## src/rtl/alu_op_sequencer.sv

```systemverilog
`default_nettype none
// ============================================================================
// Module   : alu_op_sequencer
// Brief    : Single-issue IDLE/EXEC/WB controller feeding an external
//            combinational 8-bit ALU from a small register file.
// Revision : 1.0 - initial release
// ============================================================================
module alu_op_sequencer #(
    parameter  int NREGS = 4,
    localparam int AW    = $clog2(NREGS)
) (
    input  logic          clk,
    input  logic          rst_n,
    input  logic          op_valid,
    output logic          op_ready,
    input  logic [3:0]    op_code,
    input  logic [AW-1:0] op_rd,
    input  logic [AW-1:0] op_rs,
    input  logic          op_use_imm,
    input  logic [7:0]    op_imm,
    output logic [7:0]    alu_a,
    output logic [7:0]    alu_b,
    output logic [7:0]    alu_ctl,
    input  logic [7:0]    alu_out,
    input  logic          alu_cf,
    input  logic          alu_sf,
    input  logic          alu_zf,
    output logic          cf,
    output logic          sf,
    output logic          zf,
    output logic          done,
    output logic          err,
    input  logic [AW-1:0] dbg_addr,
    output logic [7:0]    dbg_data
);

    localparam logic [3:0] c_OP_ADD = 4'h0;
    localparam logic [3:0] c_OP_SUB = 4'h1;
    localparam logic [3:0] c_OP_ADC = 4'h2;
    localparam logic [3:0] c_OP_AND = 4'h3;
    localparam logic [3:0] c_OP_OR  = 4'h4;
    localparam logic [3:0] c_OP_XOR = 4'h5;
    localparam logic [3:0] c_OP_NOT = 4'h6;
    localparam logic [3:0] c_OP_NEG = 4'h7;
    localparam logic [3:0] c_OP_INC = 4'h8;
    localparam logic [3:0] c_OP_DEC = 4'h9;
    localparam logic [3:0] c_OP_SHL = 4'hA;
    localparam logic [3:0] c_OP_SHR = 4'hB;
    localparam logic [3:0] c_OP_SAR = 4'hC;
    localparam logic [3:0] c_OP_MOV = 4'hD;
    localparam logic [3:0] c_OP_CMP = 4'hE;

    // Control-word bit positions: {ci,nb,ic,na,xo,no,sr,ss}
    localparam logic [7:0] c_CI = 8'h80;
    localparam logic [7:0] c_NB = 8'h40;
    localparam logic [7:0] c_IC = 8'h20;
    localparam logic [7:0] c_NA = 8'h10;
    localparam logic [7:0] c_XO = 8'h08;
    localparam logic [7:0] c_NO = 8'h04;
    localparam logic [7:0] c_SR = 8'h02;
    localparam logic [7:0] c_SS = 8'h01;

    typedef enum logic [1:0] {
        S_IDLE = 2'd0,
        S_EXEC = 2'd1,
        S_WB   = 2'd2
    } state_t;

    state_t          r_state;
    logic [7:0]      r_regs [NREGS];
    logic [AW-1:0]   r_rd;
    logic            r_wb_en;
    logic            r_illegal;
    logic [7:0]      r_res;
    logic            r_res_cf;
    logic            r_res_sf;
    logic            r_res_zf;
    logic            r_ready;
    logic [7:0]      r_alu_a;
    logic [7:0]      r_alu_b;
    logic [7:0]      r_alu_ctl;
    logic            r_cf;
    logic            r_sf;
    logic            r_zf;
    logic            r_done;
    logic            r_err;

    logic [7:0]      w_a;
    logic [7:0]      w_b;
    logic [7:0]      w_ctl;
    logic            w_illegal;

    always_comb begin
        w_a       = r_regs[op_rd];
        w_b       = op_use_imm ? op_imm : r_regs[op_rs];
        w_ctl     = 8'h00;
        w_illegal = 1'b0;
        case (op_code)
            c_OP_ADD: w_ctl = 8'h00;
            c_OP_SUB: w_ctl = c_CI | c_NB;
            c_OP_ADC: w_ctl = r_cf ? c_CI : 8'h00;
            c_OP_AND: w_ctl = c_IC | c_NA | c_NB | c_NO | c_XO;
            c_OP_OR:  w_ctl = c_IC | c_XO;
            c_OP_XOR: w_ctl = c_IC;
            c_OP_NOT: begin w_ctl = c_NB | c_IC; w_b = 8'h00; end
            c_OP_NEG: begin w_ctl = c_CI | c_NA; w_b = 8'h00; end
            c_OP_INC: begin w_ctl = c_CI;        w_b = 8'h00; end
            c_OP_DEC: begin w_ctl = c_NB;        w_b = 8'h00; end
            c_OP_SHL: w_b = w_a;
            c_OP_SHR: begin w_ctl = c_SR;        w_b = 8'h00; end
            c_OP_SAR: begin w_ctl = c_SR | c_SS; w_b = 8'h00; end
            c_OP_MOV: w_a = 8'h00;
            c_OP_CMP: w_ctl = c_CI | c_NB;
            default: begin
                w_a       = 8'h00;
                w_b       = 8'h00;
                w_illegal = 1'b1;
            end
        endcase
    end

    always_ff @(posedge clk or negedge rst_n) begin
        if (!rst_n) begin
            r_state   <= S_IDLE;
            for (int i = 0; i < NREGS; i++) begin
                r_regs[i] <= 8'h00;
            end
            r_rd      <= '0;
            r_wb_en   <= 1'b0;
            r_illegal <= 1'b0;
            r_res     <= 8'h00;
            r_res_cf  <= 1'b0;
            r_res_sf  <= 1'b0;
            r_res_zf  <= 1'b0;
            r_ready   <= 1'b1;
            r_alu_a   <= 8'h00;
            r_alu_b   <= 8'h00;
            r_alu_ctl <= 8'h00;
            r_cf      <= 1'b0;
            r_sf      <= 1'b0;
            r_zf      <= 1'b0;
            r_done    <= 1'b0;
            r_err     <= 1'b0;
        end else begin
            r_done <= 1'b0;
            r_err  <= 1'b0;
            case (r_state)
                S_IDLE: begin
                    if (op_valid) begin
                        r_rd      <= op_rd;
                        r_illegal <= w_illegal;
                        r_wb_en   <= !w_illegal && (op_code != c_OP_CMP);
                        r_alu_a   <= w_a;
                        r_alu_b   <= w_b;
                        r_alu_ctl <= w_ctl;
                        r_ready   <= 1'b0;
                        r_state   <= S_EXEC;
                    end
                end
                S_EXEC: begin
                    r_res     <= alu_out;
                    r_res_cf  <= alu_cf;
                    r_res_sf  <= alu_sf;
                    r_res_zf  <= alu_zf;
                    // ALU inputs must read zero everywhere outside EXEC
                    r_alu_a   <= 8'h00;
                    r_alu_b   <= 8'h00;
                    r_alu_ctl <= 8'h00;
                    r_state   <= S_WB;
                end
                S_WB: begin
                    if (r_wb_en) begin
                        r_regs[r_rd] <= r_res;
                    end
                    if (!r_illegal) begin
                        r_cf <= r_res_cf;
                        r_sf <= r_res_sf;
                        r_zf <= r_res_zf;
                    end
                    r_done  <= 1'b1;
                    r_err   <= r_illegal;
                    r_ready <= 1'b1;
                    r_state <= S_IDLE;
                end
                default: begin
                    r_ready <= 1'b1;
                    r_state <= S_IDLE;
                end
            endcase
        end
    end

    assign op_ready = r_ready;
    assign alu_a    = r_alu_a;
    assign alu_b    = r_alu_b;
    assign alu_ctl  = r_alu_ctl;
    assign cf       = r_cf;
    assign sf       = r_sf;
    assign zf       = r_zf;
    assign done     = r_done;
    assign err      = r_err;
    assign dbg_data = r_regs[dbg_addr];

endmodule
`default_nettype wire

```

## config.mk

```make
export PLATFORM = sky130hd
export DESIGN_NAME = alu_op_sequencer
export DESIGN_NICKNAME = d
export VERILOG_FILES = /design/src/rtl/alu_op_sequencer.sv
export SDC_FILE = /design/constraint.sdc
export NUM_CORES = 1
export LEC_CHECK = 0
export ABC_CLOCK_PERIOD_IN_PS = 2150
export BUFFER_PORTS_ARGS = -buffer_cell sky130_fd_sc_hd__clkbuf_2
export CAP_MARGIN = 20
export CORE_MARGIN = 5
export CORE_UTILIZATION = 56
export CTS_CLUSTER_DIAMETER = 80
export DETAILED_ROUTE_END_ITERATION = 6
export PLACE_DENSITY = 0.8
export REMOVE_ABC_BUFFERS = 1
export SLEW_MARGIN = 20
export SYNTH_ARGS = -nofsm -noshare
export SYNTH_HDL_FRONTEND = slang
export SYNTH_SLANG_ARGS = --single-unit
```

## constraint.sdc

```tcl
create_clock -name clk -period 2.15 [get_ports clk]
set_clock_uncertainty 0.15 [all_clocks]
set_input_delay 0.43 -clock clk [delete_from_list [all_inputs] [get_ports clk]]
set_output_delay 0.43 -clock clk [all_outputs]
set_load 0.05 [all_outputs]
```

==> flow_summary.html, run 1 <==
<table>
<tr><th>Metric</th><th>Value</th></tr>
<tr><th colspan="2">STA</th></tr>
<tr><td>Minimum clock period after layout</td><td>2080 ps</td></tr>
<tr><td>Final TNS setup</td><td>0 ps</td></tr>
<tr><td>Unrepaired setup endpoints after global routing</td><td>no</td></tr>
<tr><td>Number of pins exceeding their max-slew limit in the final report</td><td>0</td></tr>
<tr><td>Number of failing setup endpoints in the final timing report</td><td>0</td></tr>
<tr><td>Count of endpoints failing hold in the final timing report</td><td>0</td></tr>
<tr><td>Share of the cycle needed by the critical path after routing</td><td>a little over nine tenths</td></tr>
<tr><td>Maximum clock frequency</td><td>between 0.4 and 0.5 GHz</td></tr>
<tr><td>Worst Max-Slew Pin Slew</td><td>538 ps</td></tr>
<tr><td>Relative slew slack</td><td>a little over three fifths</td></tr>
<tr><td>Post-route worst setup slack</td><td>slightly above 70 ps</td></tr>
<tr><th colspan="2">Placement</th></tr>
<tr><td>Placed cells</td><td>between 400 and 500</td></tr>
<tr><td>Count of input and output buffers</td><td>70</td></tr>
<tr><td>Detailed placement HPWL</td><td>between 6000 and 7000 µm</td></tr>
<tr><td>Pre-CTS setup slack</td><td>between 100 and 150 ps</td></tr>
<tr><td>Routability cong.</td><td>between 0.8 and 0.9</td></tr>
<tr><th colspan="2">Synthesis</th></tr>
<tr><td>YS warnings</td><td>0</td></tr>
<tr><td>Unique masters post-synth</td><td>45</td></tr>
<tr><td>Share of flip-flops with an asynchronous set or reset after synthesis</td><td>100%</td></tr>
<tr><td>Largest area contributor in the netlist</td><td>dfrtp_1</td></tr>
<tr><td>Leading post-synthesis cells by cell area</td><td>dfrtp_1, mux2_2, mux4_2</td></tr>
<tr><td>Post-synth EDFFs</td><td>0</td></tr>
<tr><td>Synth Instances</td><td>just over 300</td></tr>
<tr><td>Sequential cell area fraction in the yosys report</td><td>between 50% and 60%</td></tr>
<tr><td>Fraction of post-synthesis cell area in the top cell type by area</td><td>50.5%</td></tr>
<tr><td>Post-synthesis instance area</td><td>approximately 3900 µm²</td></tr>
<tr><td>Dominant synthesized flop cell</td><td>dfrtp_1</td></tr>
<tr><td>Mean instance size in the synthesized netlist</td><td>between 10 and 15 µm²</td></tr>
<tr><td>Number of storage elements in the synthesis netlist</td><td>slightly below 80</td></tr>
<tr><th colspan="2">Setup path</th></tr>
<tr><td>Arrival time of data at the critical path endpoint</td><td>~1500 ps</td></tr>
<tr><td>CP Launch Point</td><td>r_regs[6]</td></tr>
<tr><td>Slowest stage delay, CP</td><td>roughly 490 ps</td></tr>
<tr><td>Number of cells on the critical path</td><td>2</td></tr>
<tr><td>Slowest CP cell</td><td>mux4_2</td></tr>
<tr><td>Number of buffer and inverter instances along the worst setup path</td><td>1</td></tr>
<tr><td>Depth of the worst register-to-register path</td><td>4</td></tr>
<tr><td>Type of the worst setup path</td><td>reg -&gt; out</td></tr>
<tr><td>Worst EP required</td><td>1570 ps</td></tr>
<tr><td>Cells traversed along the worst timing path</td><td>mux4_2 &gt; clkbuf_2</td></tr>
<tr><td>Sort of element at the end of the critical path</td><td>output pin</td></tr>
<tr><td>Worst-path maximum fanout</td><td>4</td></tr>
<tr><td>Gate family responsible for the most delay along the worst path</td><td>multiplexers</td></tr>
<tr><td>Launching element type of the critical path</td><td>flop</td></tr>
<tr><td>Beginning of the worst register-to-register path</td><td>r_state[1]</td></tr>
<tr><th colspan="2">CTS</th></tr>
<tr><td>Gates resized, CTS repair</td><td>0</td></tr>
<tr><td>Post-CTS repair timing setup buffer count</td><td>0</td></tr>
<tr><td>CTS buffer count</td><td>9</td></tr>
<tr><td>Buffer cell driving the clock tree root</td><td>clkbuf_8</td></tr>
<tr><td>Clock tree from TritonCTS</td><td>built</td></tr>
<tr><td>Clock slew at the register clock pins of the worst setup and hold paths</td><td>roughly 80 ps</td></tr>
<tr><td>Worst-Skew Late Latency</td><td>roughly 350 ps</td></tr>
<tr><td>CTS H-tree depth</td><td>3</td></tr>
<tr><td>CTS Buffer Depth</td><td>2</td></tr>
<tr><td>Sink Count</td><td>79</td></tr>
<tr><th colspan="2">Power</th></tr>
<tr><td>Leakage power of the design</td><td>around 2.2 nW</td></tr>
<tr><td>Worst voltage drop across the vdd grid</td><td>0.772 mV</td></tr>
<tr><td>Total power per unit cell area</td><td>around 1300 nW/µm²</td></tr>
<tr><td>Final Power</td><td>roughly 0.0062 W</td></tr>
<tr><th colspan="2">Hold path</th></tr>
<tr><td>Worst hold path depth</td><td>3</td></tr>
<tr><td>Worst hold-check path type</td><td>in -&gt; reg</td></tr>
<tr><td>Hold path startpoint</td><td>alu_out[6]</td></tr>
<tr><th colspan="2">Layout</th></tr>
<tr><td>Non-Filler Instances</td><td>between 400 and 500</td></tr>
<tr><td>Layout Nets</td><td>a little over 400</td></tr>
<tr><td>Area Overhead vs Synth</td><td>19.0%</td></tr>
<tr><td>Layout fillers</td><td>496</td></tr>
<tr><td>Layout cell share with drive strength beyond 1</td><td>43.9%</td></tr>
<tr><td>Number of antenna diodes</td><td>0</td></tr>
<tr><th colspan="2">Route</th></tr>
<tr><td>Total Wirelength</td><td>a little over 9000 µm</td></tr>
<tr><td>Remaining DRCs</td><td>0</td></tr>
<tr><td>Routed Antenna Nets</td><td>0</td></tr>
<tr><td>WL per Instance</td><td>approximately 20 µm</td></tr>
<tr><td>Vias/cell</td><td>~6</td></tr>
<tr><td>Via total after detailed routing</td><td>approximately 2,800</td></tr>
<tr><td>Number of search-and-repair iterations in the first detailed-routing pass</td><td>4</td></tr>
<tr><td>1st-iter DRT viols</td><td>~160</td></tr>
<tr><th colspan="2">Floorplan</th></tr>
<tr><td>Chip height</td><td>~93 µm</td></tr>
<tr><td>Area enclosed by the die boundary</td><td>roughly 8700 µm²</td></tr>
<tr><td>Standard-cell rows</td><td>30</td></tr>
<tr><td>Placeable core region</td><td>between 6000 and 7000 µm²</td></tr>
<tr><td>Die boundary width</td><td>roughly 93 µm</td></tr>
<tr><td>Starting utilization of the core area</td><td>between 50 and 60%</td></tr>
<tr><td>Boundary pin count</td><td>just over 70</td></tr>
<tr><th colspan="2">GRT</th></tr>
<tr><td>Number of global-route vias before repair</td><td>roughly 2,900</td></tr>
<tr><td>GRT met1 Usage</td><td>roughly 31%</td></tr>
<tr><td>GRT met3 Usage</td><td>about 4.7%</td></tr>
<tr><td>Residual overflow from global routing</td><td>0</td></tr>
<tr><td>Global-route wire length before repair</td><td>approximately 15,000 µm</td></tr>
<tr><td>Busiest layer in global routing</td><td>met2</td></tr>
<tr><td>Antenna violations before repair</td><td>0</td></tr>
<tr><td>Largest net degree at the start of global routing</td><td>42</td></tr>
<tr><td>Global Route met2 Usage</td><td>37.1%</td></tr>
<tr><td>GRT Resource Usage Total</td><td>a little under a quarter</td></tr>
<tr><th colspan="2">Run status</th></tr>
<tr><td>Result of the run</td><td>finished, final reports clean</td></tr>
<tr><th colspan="2">Run</th></tr>
<tr><td>Number of max-capacitance violations reported</td><td>0</td></tr>
</table>
[cell usage in the layout, fill, tap and decap left out, types with 4 or more instances in the layout]
cell / Yosys / final
dfrtp_1: 78 / 78
nand3_1: 6 / 6
a32oi_1: 8 / 8
clkbuf_8: 0 / 9
nor2b_1: 12 / 12
clkbuf_2: 0 / 69
bufinv_16: 0 / 4
buf_4: 2 / 9
o31ai_1: 11 / 11
a22o_1: 8 / 8
o22ai_1: 8 / 8
a211oi_1: 7 / 7
mux4_2: 16 / 16
nand2_1: 43 / 43
mux2_2: 43 / 43
[sequential cells by signal (all words and copies together) (netlist names), 2 cells and up]
signal,cells
r_res,8
r_state,2
alu_b,8
alu_ctl,8
r_regs,32
alu_a,8
r_rd,2
[logic make-up (layout without fill, tap and decap cells)]
logic type / count (synthesis) / in the layout / synth area share, %
flops: 79 / 79 / 51.2
simple gates: 77 / 77 / 10.2
mux: 60 / 60 / 22.1
compound gates: 57 / 57 / 12.3
buf+inv: 26 / 102 / 3.53
xor+xnor: 3 / 3 / 0.680
[area by class of cell]
cell class	count	area, µm²	area share [%]
Clock buffer	9	124	2.69
Clock inverter	7	135	2.94
Tap cell	80	100	2.18
Multi-Input combinational cell	197	1750	38.1
Inverter	4	27.5	0.598
Timing Repair Buffer	82	483	10.5
Sequential cell	79	1980	43.0
[path summary, 6_finish.rpt]
| check | to | slack [ps] |
|---|---|---|
| worst min register to register | r_res_cf | 330 |
| worst max-delay path | dbg_data[6] | 70 |
| max in group asynchronous | r_regs[26] | 960 |
| worst min-delay path | r_res[6] | 120 |
| min in group asynchronous | r_state[0] | 360 |
| worst max register to register | alu_b[7] | 260 |
[repair_timing]
action | in CTS | in global routing
hold buffers | 1 | 0
hold endpoints to repair | 19 | 0
setup endpoints to repair | 0 | 0
[metrics by stage]
| step | utilization [%] | hold WS [ps] | instance area, µm² |
|---|---|---|---|
| floorplan | - | -15.6 | 3760 |
| global placement | 64.1 | 186 | 4330 |
| detailed placement | 64.1 | 190 | 4330 |
| CTS | 68.1 | 111 | 4600 |
| global route | 68.1 | 120 | 4600 |
| finish | 68.1 | 120 | 4600 |
[power breakdown]
part	switching (W)	total, W	internal (W)
clock network	0.000535	0.00142	0.000883
logic	0.00135	0.00227	0.000919
registers	0.000468	0.00247	0.00200
[cells in the mapped netlist (2+ instances only)]
| library cell | number |
|---|---|
| nand2b_1 | 3 |
| clkbuf_1 | 8 |
| mux4_2 | 16 |
| nand3_1 | 6 |
| buf_4 | 2 |
| inv_1 | 3 |
| mux2_2 | 43 |
| xor2_1 | 2 |
| a32o_1 | 2 |
| nand2_1 | 43 |
| buf_1 | 2 |
| buf_2 | 9 |
| a211oi_1 | 7 |
| o21ai_0 | 3 |
| o41ai_1 | 2 |
| dfrtp_1 | 78 |
| o31ai_1 | 11 |
| a32oi_1 | 8 |
| o22ai_1 | 8 |
| a22o_1 | 8 |
| nor2b_1 | 12 |
| nor2_1 | 3 |
[metal layers]
metal  vias up  routed length [µm]
met1      1408                3860
li1       1276                   -
met3        11                 652
met5         -                   0
met4         0                 118
met2       102                4730
[tightest hold or removal path: stages]
cell and delay (ps):
clkbuf_2 70, nand2_1 40, nand2_1 50
No activity file was read; power rests on OpenSTA's default activity.
==> run 2, diff against run 1 <==
--- a/config.mk
+++ b/config.mk
@@ -12,6 +12,7 @@
 export CORE_UTILIZATION = 56
 export CTS_CLUSTER_DIAMETER = 80
 export DETAILED_ROUTE_END_ITERATION = 6
+export HOLD_SLACK_MARGIN = 0.1
 export PLACE_DENSITY = 0.8
 export REMOVE_ABC_BUFFERS = 1
 export SLEW_MARGIN = 20
==> constraint.sdc (replaced) <==
create_clock -name clk -period 2.15 [get_ports clk]
set_clock_uncertainty 0.15 [all_clocks]
set_input_delay 0.43 -clock clk [delete_from_list [all_inputs] [get_ports clk]]
set_output_delay 0.43 -clock clk [all_outputs]
set_load 0.02 [all_outputs]
==> run 2 against run 1 <==
Net effect:
- core utilization rose by 0.19 points
- worst hold slack got worse by 4.5 ps
- maximum frequency rose by 2.9%
- via count rose by 2.1%
- sequential share of layout area fell by 0.12 points
- critical path depth did not move
- clock-buffer cell count did not move
- power fell by 7.3%
- flip-flop and latch count did not move
- first-iteration DRC count fell by 12%
- clock power barely moved
- largest cell class unchanged
- largest power group unchanged
==> flow_summary.html, run 2 (synthesis gave the netlist of run 1 again) <==
<table>
<tr><th>Metric</th><th>Value</th></tr>
<tr><th colspan="2">Setup path</th></tr>
<tr><td>Gate family responsible for the most delay along the worst path</td><td>multiplexers</td></tr>
<tr><td>Slowest CP cell</td><td>mux4_2</td></tr>
<tr><td>Worst-path maximum fanout</td><td>4 (unchanged)</td></tr>
<tr><td>Slowest stage delay, CP</td><td>500 ps (about the same)</td></tr>
<tr><td>Worst EP required</td><td>1570 ps (about the same)</td></tr>
<tr><td>Arrival time of data at the critical path endpoint</td><td>1440 ps (-60 ps)</td></tr>
<tr><td>Cells traversed along the worst timing path</td><td>mux4_2 &gt; clkbuf_2</td></tr>
<tr><td>Type of the worst setup path</td><td>reg -&gt; out</td></tr>
<tr><td>Sort of element at the end of the critical path</td><td>output pin</td></tr>
<tr><td>Launching element type of the critical path</td><td>flop</td></tr>
<tr><td>Number of buffer and inverter instances along the worst setup path</td><td>1 (unchanged)</td></tr>
<tr><th colspan="2">CTS</th></tr>
<tr><td>Hold Buf Count CTS</td><td>1 (unchanged)</td></tr>
<tr><td>Sink Count</td><td>79 (unchanged)</td></tr>
<tr><td>CTS H-tree depth</td><td>3 (unchanged)</td></tr>
<tr><td>Worst-Skew Late Latency</td><td>350 ps (about the same)</td></tr>
<tr><td>Post-CTS repair timing setup buffer count</td><td>0 (unchanged)</td></tr>
<tr><td>Gates resized, CTS repair</td><td>0 (unchanged)</td></tr>
<tr><td>CTS Buffer Depth</td><td>2 (unchanged)</td></tr>
<tr><td>CTS buffer count</td><td>9 (unchanged)</td></tr>
<tr><td>Clock slew at the register clock pins of the worst setup and hold paths</td><td>80 ps (about the same)</td></tr>
<tr><td>Clock tree from TritonCTS</td><td>built</td></tr>
<tr><td>Buffer cell driving the clock tree root</td><td>clkbuf_8</td></tr>
<tr><th colspan="2">Route</th></tr>
<tr><td>WL per Instance</td><td>21.1 µm (+3.5%)</td></tr>
<tr><td>Met2 wirelength from detailed routing</td><td>4760 µm (+0.66%)</td></tr>
<tr><td>Vias/cell</td><td>6.23 (+2.1%)</td></tr>
<tr><td>1st-iter DRT viols</td><td>137 (-12%)</td></tr>
<tr><td>Routed length on met1</td><td>3960 µm (+2.6%)</td></tr>
<tr><td>Highest layer used for signal routing</td><td>met4</td></tr>
<tr><td>Total Wirelength</td><td>9680 µm (+3.5%)</td></tr>
<tr><td>Remaining DRCs</td><td>0 (unchanged)</td></tr>
<tr><td>Number of search-and-repair iterations in the first detailed-routing pass</td><td>4 (unchanged)</td></tr>
<tr><td>Routed length on met3</td><td>797 µm (+22%)</td></tr>
<tr><td>Routed Antenna Nets</td><td>0 (unchanged)</td></tr>
<tr><td>Via total after detailed routing</td><td>2,855 (+2.1%)</td></tr>
<tr><th colspan="2">Layout</th></tr>
<tr><td>Number of antenna diodes</td><td>0 (unchanged)</td></tr>
<tr><td>Most common cell after layout, fill and taps aside</td><td>dfrtp_1</td></tr>
<tr><td>Non-Filler Instances</td><td>458 (unchanged)</td></tr>
<tr><td>Highest-count cells in the layout ignoring fill and taps</td><td>dfrtp_1, clkbuf_2, nand2_1, mux2_2, mux4_2</td></tr>
<tr><td>Number of flip-flops in the largest register</td><td>32 (unchanged)</td></tr>
<tr><td>Area Overhead vs Synth</td><td>19.3%</td></tr>
<tr><td>Layout cell share with drive strength beyond 1</td><td>43.9% (unchanged)</td></tr>
<tr><td>Most flop-heavy register</td><td>r_regs</td></tr>
<tr><td>Layout Nets</td><td>406 (unchanged)</td></tr>
<tr><th colspan="2">STA</th></tr>
<tr><td>Unrepaired setup endpoints after global routing</td><td>no</td></tr>
<tr><td>Count of endpoints failing hold in the final timing report</td><td>0 (unchanged)</td></tr>
<tr><td>Relative slew slack</td><td>62.5% (-0.78 points)</td></tr>
<tr><td>Share of the cycle needed by the critical path after routing</td><td>93.9% (-2.8 points)</td></tr>
<tr><td>Minimum clock period after layout</td><td>2020 ps (-59.1 ps)</td></tr>
<tr><td>Final TNS setup</td><td>0 ps (unchanged)</td></tr>
<tr><td>Number of pins exceeding their max-slew limit in the final report</td><td>0 (unchanged)</td></tr>
<tr><td>Number of failing setup endpoints in the final timing report</td><td>0 (unchanged)</td></tr>
<tr><td>Worst Max-Slew Pin Slew</td><td>563 ps (+25.6 ps)</td></tr>
<tr><td>Maximum clock frequency</td><td>0.495 GHz (+2.9%)</td></tr>
<tr><th colspan="2">Placement</th></tr>
<tr><td>Count of input and output buffers</td><td>70 (unchanged)</td></tr>
<tr><td>Placed cells</td><td>441 (unchanged)</td></tr>
<tr><td>Routability cong.</td><td>0.809 (-2.0%)</td></tr>
<tr><td>Detailed placement HPWL</td><td>6500 µm (+2.2%)</td></tr>
<tr><th colspan="2">Power</th></tr>
<tr><td>Worst voltage drop across the vdd grid</td><td>0.809 mV (+4.8%)</td></tr>
<tr><td>Leakage power of the design</td><td>2.19 nW (+0.21%)</td></tr>
<tr><td>Total power per unit cell area</td><td>1240 nW/µm² (-7.5%)</td></tr>
<tr><th colspan="2">Floorplan</th></tr>
<tr><td>Boundary pin count</td><td>71 (unchanged)</td></tr>
<tr><td>Chip height</td><td>93.1 µm (unchanged)</td></tr>
<tr><td>Standard-cell rows</td><td>30 (unchanged)</td></tr>
<tr><td>Placeable core region</td><td>6760 µm² (unchanged)</td></tr>
<tr><td>Starting utilization of the core area</td><td>57.2% (unchanged)</td></tr>
<tr><td>Die boundary width</td><td>93.1 µm (unchanged)</td></tr>
<tr><td>Area enclosed by the die boundary</td><td>8670 µm² (unchanged)</td></tr>
<tr><th colspan="2">GRT</th></tr>
<tr><td>Global-route wire length before repair</td><td>15,600 µm (+2.2%)</td></tr>
<tr><td>GRT Resource Usage Total</td><td>23.7% (+0.66 points)</td></tr>
<tr><td>Antenna violations before repair</td><td>0 (unchanged)</td></tr>
<tr><td>Number of global-route vias before repair</td><td>2,962 (+1.2%)</td></tr>
<tr><td>Largest net degree at the start of global routing</td><td>60 (+43%)</td></tr>
<tr><td>Residual overflow from global routing</td><td>0 (unchanged)</td></tr>
<tr><th colspan="2">Run status</th></tr>
<tr><td>Result of the run</td><td>finished, final reports clean</td></tr>
<tr><th colspan="2">Run</th></tr>
<tr><td>Number of max-capacitance violations reported</td><td>0 (unchanged)</td></tr>
<tr><th colspan="2">Hold path</th></tr>
<tr><td>Worst hold-check path type</td><td>in -&gt; reg</td></tr>
</table>
run 2: cell count changes in the layout (fill, tap and decap cells not counted):
cell and change:
buf_12 +1, buf_4 -1
run 2: layout make-up:
| type | count | area [µm²] |
|---|---|---|
| tap | 80 | 100 |
| inverter | 4 | 27.5 |
| clock buffer | 9 | 124 |
| timing repair buffer | 82 | 495 |
| sequential | 79 | 1980 |
| clock inverter | 7 | 135 |
| fill | 483 | 2140 |
| multi-input combinational | 197 | 1750 |
run 2: worst min-delay path, stage by stage:
cell and delay, ps:
clkbuf_2 80, nand2_1 40, nand2_1 40
run 2: routing by layer:
metal,up-vias,GRT usage [%]
met3,17,6.60
met5,-,0
met1,1455,30.9
li1,1273,-
met4,0,8.91
met2,110,37.9
run 2: report_power, final:
part	switching, W	internal [W]	leakage (nW)
sequential	0.000486	0.00200	1.01
clock	0.000542	0.000883	0.133
combinational	0.000873	0.000923	1.04
total	0.00190	0.00381	2.19
run 2: final timing paths:
path	start	to	slack [ps]	depth (start not counted)
setup / recovery	r_regs[27]	dbg_data[3]	130	2
hold / removal	alu_out[5]	r_res[5]	120	3
setup reg to reg	r_state[1]	alu_b[6]	310	4
hold reg to reg	r_res_sf	r_res_sf	330	2
max in group asynchronous	rst_n	alu_b[0]	900	3
min in group asynchronous	rst_n	r_state[0]	360	2
run 2: metrics by stage:
stage	util (%)	power (W)	setup slack, ps	hold WS, ps	area, µm²
detailed placement	64.3	0.00429	177	188	4340
floorplan	-	0.00360	331	-15.6	3760
finish	68.3	0.00571	131	115	4610
global placement	64.3	0.00419	189	182	4340
global route	68.3	0.00601	88.1	126	4610
CTS	68.3	0.00572	111	109	4610
